==> src/rtl/spi_pkg.sv <==
// Shared types and constants for the SPI receive byte packer.
//   SPI_BYTES_PER_WORD    : bytes packed into one AXI-Stream word
//   spi_rx_packer_state_t : packer FSM state encoding
//   keep_mask()           : contiguous byte-valid mask for a byte count
package spi_pkg;

  localparam int unsigned SPI_BYTES_PER_WORD = 4;
  localparam int unsigned SPI_MASK_W         = SPI_BYTES_PER_WORD + 1;

  typedef enum logic [2:0] {
    IDLE,
    FETCH,
    CAPTURE,
    HOLD,
    OUT
  } spi_rx_packer_state_t;

  // (1 << n) - 1, computed one bit wider so n == 4 yields all ones
  function automatic logic [SPI_BYTES_PER_WORD-1:0] keep_mask(input logic [2:0] n);
    logic [SPI_MASK_W-1:0] one_hot;
    one_hot   = SPI_MASK_W'(1) << n;
    keep_mask = SPI_BYTES_PER_WORD'(one_hot - SPI_MASK_W'(1));
  endfunction

endpackage

==> src/rtl/spi_rx_packer.sv <==
// Packs bytes from the SPI read-data FIFO into 32-bit AXI-Stream words.
// A rising edge on read_complete ends the packet: once the FIFO drains the
// last (possibly partial) word goes out with tlast set.
//
// Ports
//   clk, rstn        : clock, synchronous active-low reset
//   fifo_not_empty   : FIFO holds at least one byte
//   fifo_dout        : FIFO data, valid one cycle after fifo_rd_en
//   fifo_rd_en       : FIFO pop strobe (one outstanding read at most)
//   read_complete    : end-of-burst level, rising edge is the event
//   m_axis_*         : AXI-Stream master (tdata, tkeep, tvalid, tlast, tready)
//   last_pkt_bytes   : byte count of the last completed packet
//
// Build option: define SPI_RX_PACKER_BYTE_COUNT_EN to generate the packet byte
// counter; otherwise last_pkt_bytes is tied to zero.
module spi_rx_packer
  import spi_pkg::*;
#(
  parameter int unsigned COUNT_W = 16
) (
  input  logic               clk,
  input  logic               rstn,
  input  logic               fifo_not_empty,
  input  logic [7:0]         fifo_dout,
  output logic               fifo_rd_en,
  input  logic               read_complete,
  output logic [31:0]        m_axis_tdata,
  output logic [3:0]         m_axis_tkeep,
  output logic               m_axis_tvalid,
  output logic               m_axis_tlast,
  input  logic               m_axis_tready,
  output logic [COUNT_W-1:0] last_pkt_bytes
);

  localparam int unsigned BYTE_W = 8;
  localparam int unsigned WORD_W = BYTE_W * SPI_BYTES_PER_WORD;
  localparam int unsigned KEEP_W = SPI_BYTES_PER_WORD;
  localparam int unsigned CNT_W  = 3;
  localparam logic [CNT_W-1:0] LAST_LANE = CNT_W'(SPI_BYTES_PER_WORD - 1);
  localparam logic [CNT_W-1:0] FULL_CNT  = CNT_W'(SPI_BYTES_PER_WORD);

  spi_rx_packer_state_t state_q, state_d;
  logic [CNT_W-1:0]  cnt_q, cnt_d;
  logic [WORD_W-1:0] data_q, data_d;
  logic [KEEP_W-1:0] keep_q, keep_d;
  logic              valid_q, valid_d;
  logic              last_q, last_d;
  logic              rd_en_q, rd_en_d;
  logic              flush_q, flush_d;
  logic              rc_q;
  logic              rc_rise;
  logic              hs;

  assign rc_rise = read_complete & ~rc_q;
  assign hs      = valid_q & m_axis_tready;

  // State and datapath registers
  always_ff @(posedge clk) begin
    if (!rstn) begin
      state_q <= IDLE;
      cnt_q   <= '0;
      data_q  <= '0;
      keep_q  <= '0;
      valid_q <= 1'b0;
      last_q  <= 1'b0;
      rd_en_q <= 1'b0;
      flush_q <= 1'b0;
      rc_q    <= 1'b0;
    end else begin
      state_q <= state_d;
      cnt_q   <= cnt_d;
      data_q  <= data_d;
      keep_q  <= keep_d;
      valid_q <= valid_d;
      last_q  <= last_d;
      rd_en_q <= rd_en_d;
      flush_q <= flush_d;
      rc_q    <= read_complete;
    end
  end

  // Next-state and registered-output decode
  always_comb begin
    state_d = state_q;
    cnt_d   = cnt_q;
    data_d  = data_q;
    keep_d  = keep_q;
    valid_d = valid_q;
    last_d  = last_q;
    rd_en_d = 1'b0;
    flush_d = flush_q | rc_rise;

    unique case (state_q)
      IDLE: begin
        if (cnt_q < FULL_CNT && fifo_not_empty) begin
          state_d = FETCH;
          rd_en_d = 1'b1;
        end else if (flush_q && cnt_q != '0) begin
          state_d = OUT;
          valid_d = 1'b1;
          last_d  = 1'b1;
          keep_d  = keep_mask(cnt_q);
        end else if (flush_q) begin
          // empty packet: drop the flush, keep any edge seen this cycle
          flush_d = rc_rise;
        end
      end
      FETCH: begin
        state_d = CAPTURE;
      end
      CAPTURE: begin
        data_d[{cnt_q[1:0], 3'b000} +: BYTE_W] = fifo_dout;
        cnt_d = cnt_q + CNT_W'(1);
        if (cnt_q == LAST_LANE) begin
          state_d = HOLD;
        end else if (fifo_not_empty) begin
          state_d = FETCH;
          rd_en_d = 1'b1;
        end else begin
          state_d = IDLE;
        end
      end
      HOLD: begin
        // more data means this word cannot be the packet end
        if (fifo_not_empty) begin
          state_d = OUT;
          valid_d = 1'b1;
          last_d  = 1'b0;
          keep_d  = '1;
        end else if (flush_q) begin
          state_d = OUT;
          valid_d = 1'b1;
          last_d  = 1'b1;
          keep_d  = '1;
        end
      end
      OUT: begin
        if (hs) begin
          valid_d = 1'b0;
          last_d  = 1'b0;
          keep_d  = '0;
          data_d  = '0;
          cnt_d   = '0;
          // an edge coinciding with the tlast beat belongs to the next packet
          if (last_q) flush_d = rc_rise;
          if (fifo_not_empty) begin
            state_d = FETCH;
            rd_en_d = 1'b1;
          end else begin
            state_d = IDLE;
          end
        end
      end
      default: begin
        state_d = IDLE;
      end
    endcase
  end

  assign fifo_rd_en    = rd_en_q;
  assign m_axis_tdata  = data_q;
  assign m_axis_tkeep  = keep_q;
  assign m_axis_tvalid = valid_q;
  assign m_axis_tlast  = last_q;

`ifdef SPI_RX_PACKER_BYTE_COUNT_EN
  localparam int unsigned SUM_W = COUNT_W + 1;

  logic [COUNT_W-1:0] bc_q, bc_d;
  logic [COUNT_W-1:0] lpb_q, lpb_d;
  logic [SUM_W-1:0]   sum;
  logic [COUNT_W-1:0] sat;

  // Saturating per-packet byte accumulator
  always_comb begin
    sum = SUM_W'(bc_q);
    for (int unsigned i = 0; i < KEEP_W; i++) begin
      sum = sum + SUM_W'(keep_q[i]);
    end
    sat   = sum[COUNT_W] ? '1 : sum[COUNT_W-1:0];
    bc_d  = bc_q;
    lpb_d = lpb_q;
    if (hs) begin
      if (last_q) begin
        lpb_d = sat;
        bc_d  = '0;
      end else begin
        bc_d  = sat;
      end
    end
  end

  always_ff @(posedge clk) begin
    if (!rstn) begin
      bc_q  <= '0;
      lpb_q <= '0;
    end else begin
      bc_q  <= bc_d;
      lpb_q <= lpb_d;
    end
  end

  assign last_pkt_bytes = lpb_q;
`else
  assign last_pkt_bytes = '0;
`endif

endmodule
==> config.mk <==
export PLATFORM = sky130hd
export DESIGN_NAME = spi_rx_packer
export DESIGN_NICKNAME = d
export VERILOG_FILES = /design/src/rtl/spi_pkg.sv /design/src/rtl/spi_rx_packer.sv
export SDC_FILE = /design/constraint.sdc
export NUM_CORES = 1
export LEC_CHECK = 0
export ABC_AREA = 1
export ABC_CLOCK_PERIOD_IN_PS = 2800
export CELL_PAD_IN_SITES_DETAIL_PLACEMENT = 0
export CELL_PAD_IN_SITES_GLOBAL_PLACEMENT = 1
export CORE_ASPECT_RATIO = 1.4
export CORE_UTILIZATION = 34
export CTS_CLUSTER_DIAMETER = 200
export DETAILED_ROUTE_END_ITERATION = 10
export GPL_TIMING_DRIVEN = 1
export HOLD_SLACK_MARGIN = 0.06
export PLACE_DENSITY_LB_ADDON = 0.1
export SETUP_SLACK_MARGIN = 0.4
export SKIP_LAST_GASP = 1
export SLEW_MARGIN = 30
export SYNTH_ARGS = -nofsm -noshare
export SYNTH_HDL_FRONTEND = slang
export SYNTH_SLANG_ARGS = --single-unit
==> constraint.sdc <==
create_clock -name clk -period 2.8 [get_ports clk]
set_clock_uncertainty 0.15 [all_clocks]
set_input_delay 0.56 -clock clk [delete_from_list [all_inputs] [get_ports clk]]
set_output_delay 0.56 -clock clk [all_outputs]
set_load 0.02 [all_outputs]
==> qor.yml <==
outcome: "completed"
initial_antenna_violation_count: 0
synth-seq-cells: 47
worst_skew_pair_latency_ns: 0.29
critical_path.endpoint_type: "flip-flop"
tritoncts.num_buffers: 5
drt_initial_violations: 77
mostFrequentLayoutCells: "70 x sky130_fd_sc_hd__nand2_1, 51 x sky130_fd_sc_hd__clkdlybuf4s50_1, 48 x sky130_fd_sc_hd__nor2_1"
holdPathStages: 2
wire_per_inst_um: 11.9
worstSetupPathType: "reg2reg"
fp.coreArea_um2: 7360
p_sw_mw: 0.601
synth.top_cells.by_area: "sky130_fd_sc_hd__dfxtp_1 36%, sky130_fd_sc_hd__nand2_1 10%, sky130_fd_sc_hd__nor2_1 7.0%"
synth.avg_cell_area_um2: 6.89
1st_pass_router_iterations: 4
min-delay-path-class: "reg2reg"
wl_um: 6190
num_antenna_cells: 0
cp.arrival_ns: 2.14
cts.reportedPaths.clkPinSlew_ns: 0.09
internal_power_mw: 1.19
io_buffers: 51
setup-violations-final: 0
path_delay_family: "buffers and inverters"
drive_gt1_share_pct: 5.88
cap_viol_max_count: 0
kind_of_start_point_of_the_critical_path: "flip-flop"
y_dimension_of_the_die_um: 105
max-clock-path-buffers: 2
layout.cells.most_common: "sky130_fd_sc_hd__nand2_1"
fmax_mhz: 478
cts.root.buffer_cell: "sky130_fd_sc_hd__clkbuf_8"
synth.distinct_cells: 29
rsz0062_at_grt: "false"
post-route-min-period_ns: 2.09
htreeDepth: 2
hpwlAfterDp_um: 4710
power_per_cell_area_nw_per_um2: 556
totalNegativeSetupSlack_ns: 0
groute.usage.overall_pct: 16.9
nFillCells: 793
fin_util_pct: 43.8
synth_top_area_share_pct: 36.4
core.rowCount: 37
power_frac_comb_pct: 29.0
critical-path-max-stage-delay_ns: 0.40
nets: 447
detail_route.drc_violations: 0
netSwitchingFraction_pct: 33.5
pin_count: 68
gpl.final_weighted_congestion: 0.805
via_count_of_the_routed_design: 2371
grt_first_pass_wirelength_um: 10500
die_area_um2: 7960
power.share.clock_pct: 29.0
flow.area_growth_from_synthesis_pct: 24.6
tritoncts_clock_tree: "yes"
netlist.top_cell.by_area: "sky130_fd_sc_hd__dfxtp_1"
reg2reg_depth: 7
power.static_leakage_nw: 1.42
cp_max_delay_cell: "sky130_fd_sc_hd__ha_1"
worst_ir_drop_vdd_mv: 0.284
critical_path_peak_fanout: 10
critical_path.n_buffers_inverters: 2
postRouteAntennaNets: 0
yosys_warnings: 0
holdBufCountCts: 0
first_global_vias: 2297
die_x_um: 75.7
synth.yosys.seq_area_share_pct: 36.4
critical_path_depth: 7
critical_path_required_ns: 2.84
hold_viol_final: 0
netlist_instances: 375
floorplan.initialDensity_pct: 35.1
crit_chain: "inv_1 -> ha_1 -> clkinv_1 -> nand2_2 -> nand2_4 -> o21ai_0 -> nor2_1"
grt_max_degree: 27
seq_power_share_pct: 42.0
detail_route.vias_per_cell: 4.54
min_period_over_period_pct: 74.8
grt_remaining_overflow: 0
clock_sink_count: 47
cts_setup_buffers: 0
slew_viol_final: 0
mappedNetlistArea_um2: 2580
[sequential cells by signal, summed over array words and instances (netlist names)]
register       count
m_axis_tdata      32
m_axis_tkeep       4
cnt_q              3
state_q            3
fifo_rd_en         1
flush_q            1
m_axis_tlast       1
m_axis_tvalid      1
rc_q               1
[cells by family after synthesis]
group,synth area share [%]
buffers and inverters,14.3
XOR/XNOR,0.339
flip-flops,36.4
other,0.145
AND/OR/NAND/NOR,32.9
AO/OA/AOI/OAI,11.0
adder cells (fa/ha/maj),4.84
[worst paths after layout]
path                          from                to  slack [ns]
setup / recovery          cnt_q[0]   m_axis_tdata[7]        0.71
hold / removal    m_axis_tdata[27]  m_axis_tdata[27]        0.31
setup reg to reg          cnt_q[0]   m_axis_tdata[7]        0.71
hold reg to reg   m_axis_tdata[27]  m_axis_tdata[27]        0.31
[cell usage after synthesis, drive strengths merged]
master / instances
inv: 44
nand3: 31
conb: 1
a31oi: 1
or2: 2
o22ai: 1
nand2: 78
dfxtp: 47
nor3: 23
buf: 23
ha: 10
clkbuf: 4
and2: 1
clkinv: 3
a21oi: 28
nand3b: 1
xor2: 1
o21ai: 24
nand4: 3
nor2: 49
[stage by stage]
stage | hold WS, ns | std cells | power [mW] | area, µm² | worst slack, ns
finish | 0.314 | 522 | 1.79 | 3220 | 0.707
global route | 0.341 | 522 | 1.92 | 3220 | 0.477
CTS | 0.320 | 522 | 1.82 | 3220 | 0.594
detailed placement | 0.306 | 514 | 1.29 | 3100 | 0.551
global placement | 0.300 | 514 | 1.29 | 3100 | 0.586
floorplan | 0.336 | 390 | 1.15 | 2640 | 0.829
[worst min-delay path: stages (launching register included)]
cell and delay [ns]:
sky130_fd_sc_hd__dfxtp_1 0.32, sky130_fd_sc_hd__nand2_1 0.06, sky130_fd_sc_hd__a21oi_1 0.05
[power by group through the flow]
| stage | Sequential, mW | Clock (mW) | Combinational, mW |
|---|---|---|---|
| floorplan | 0.810 | 0 | 0.339 |
| finish | 0.753 | 0.520 | 0.519 |
| CTS | 0.753 | 0.540 | 0.522 |
| detailed placement | 0.768 | 0 | 0.519 |
| global placement | 0.768 | 0 | 0.522 |
| global route | 0.761 | 0.565 | 0.590 |
[repair_timing]
action / CTS / global route
setup endpoints to repair: 0 / 5
gates resized for setup: 0 / 1
endpoints found under the hold margin: 0 / 0
[area by class of cell]
type                    count  area [µm²]  area share [%]
clock buffers               6        82.6            2.56
clock inverters             2        35.0            1.09
inverters                  47         176            5.48
multi-input cells         269        1330            41.3
flip-flops and latches     47         941            29.2
well taps                  97         121            3.77
repair buffers             54         533            16.6
[metal layers]
metal | GRT usage (%) | vias up | wire length (µm)
li1 | - | 1255 | -
met1 | 20.4 | 1057 | 2820
met2 | 29.4 | 49 | 3070
met3 | 2.99 | 10 | 204
met4 | 5.03 | 0 | 93
met5 | 0 | - | 0
Note: power is estimated with default switching activity, not from simulation.
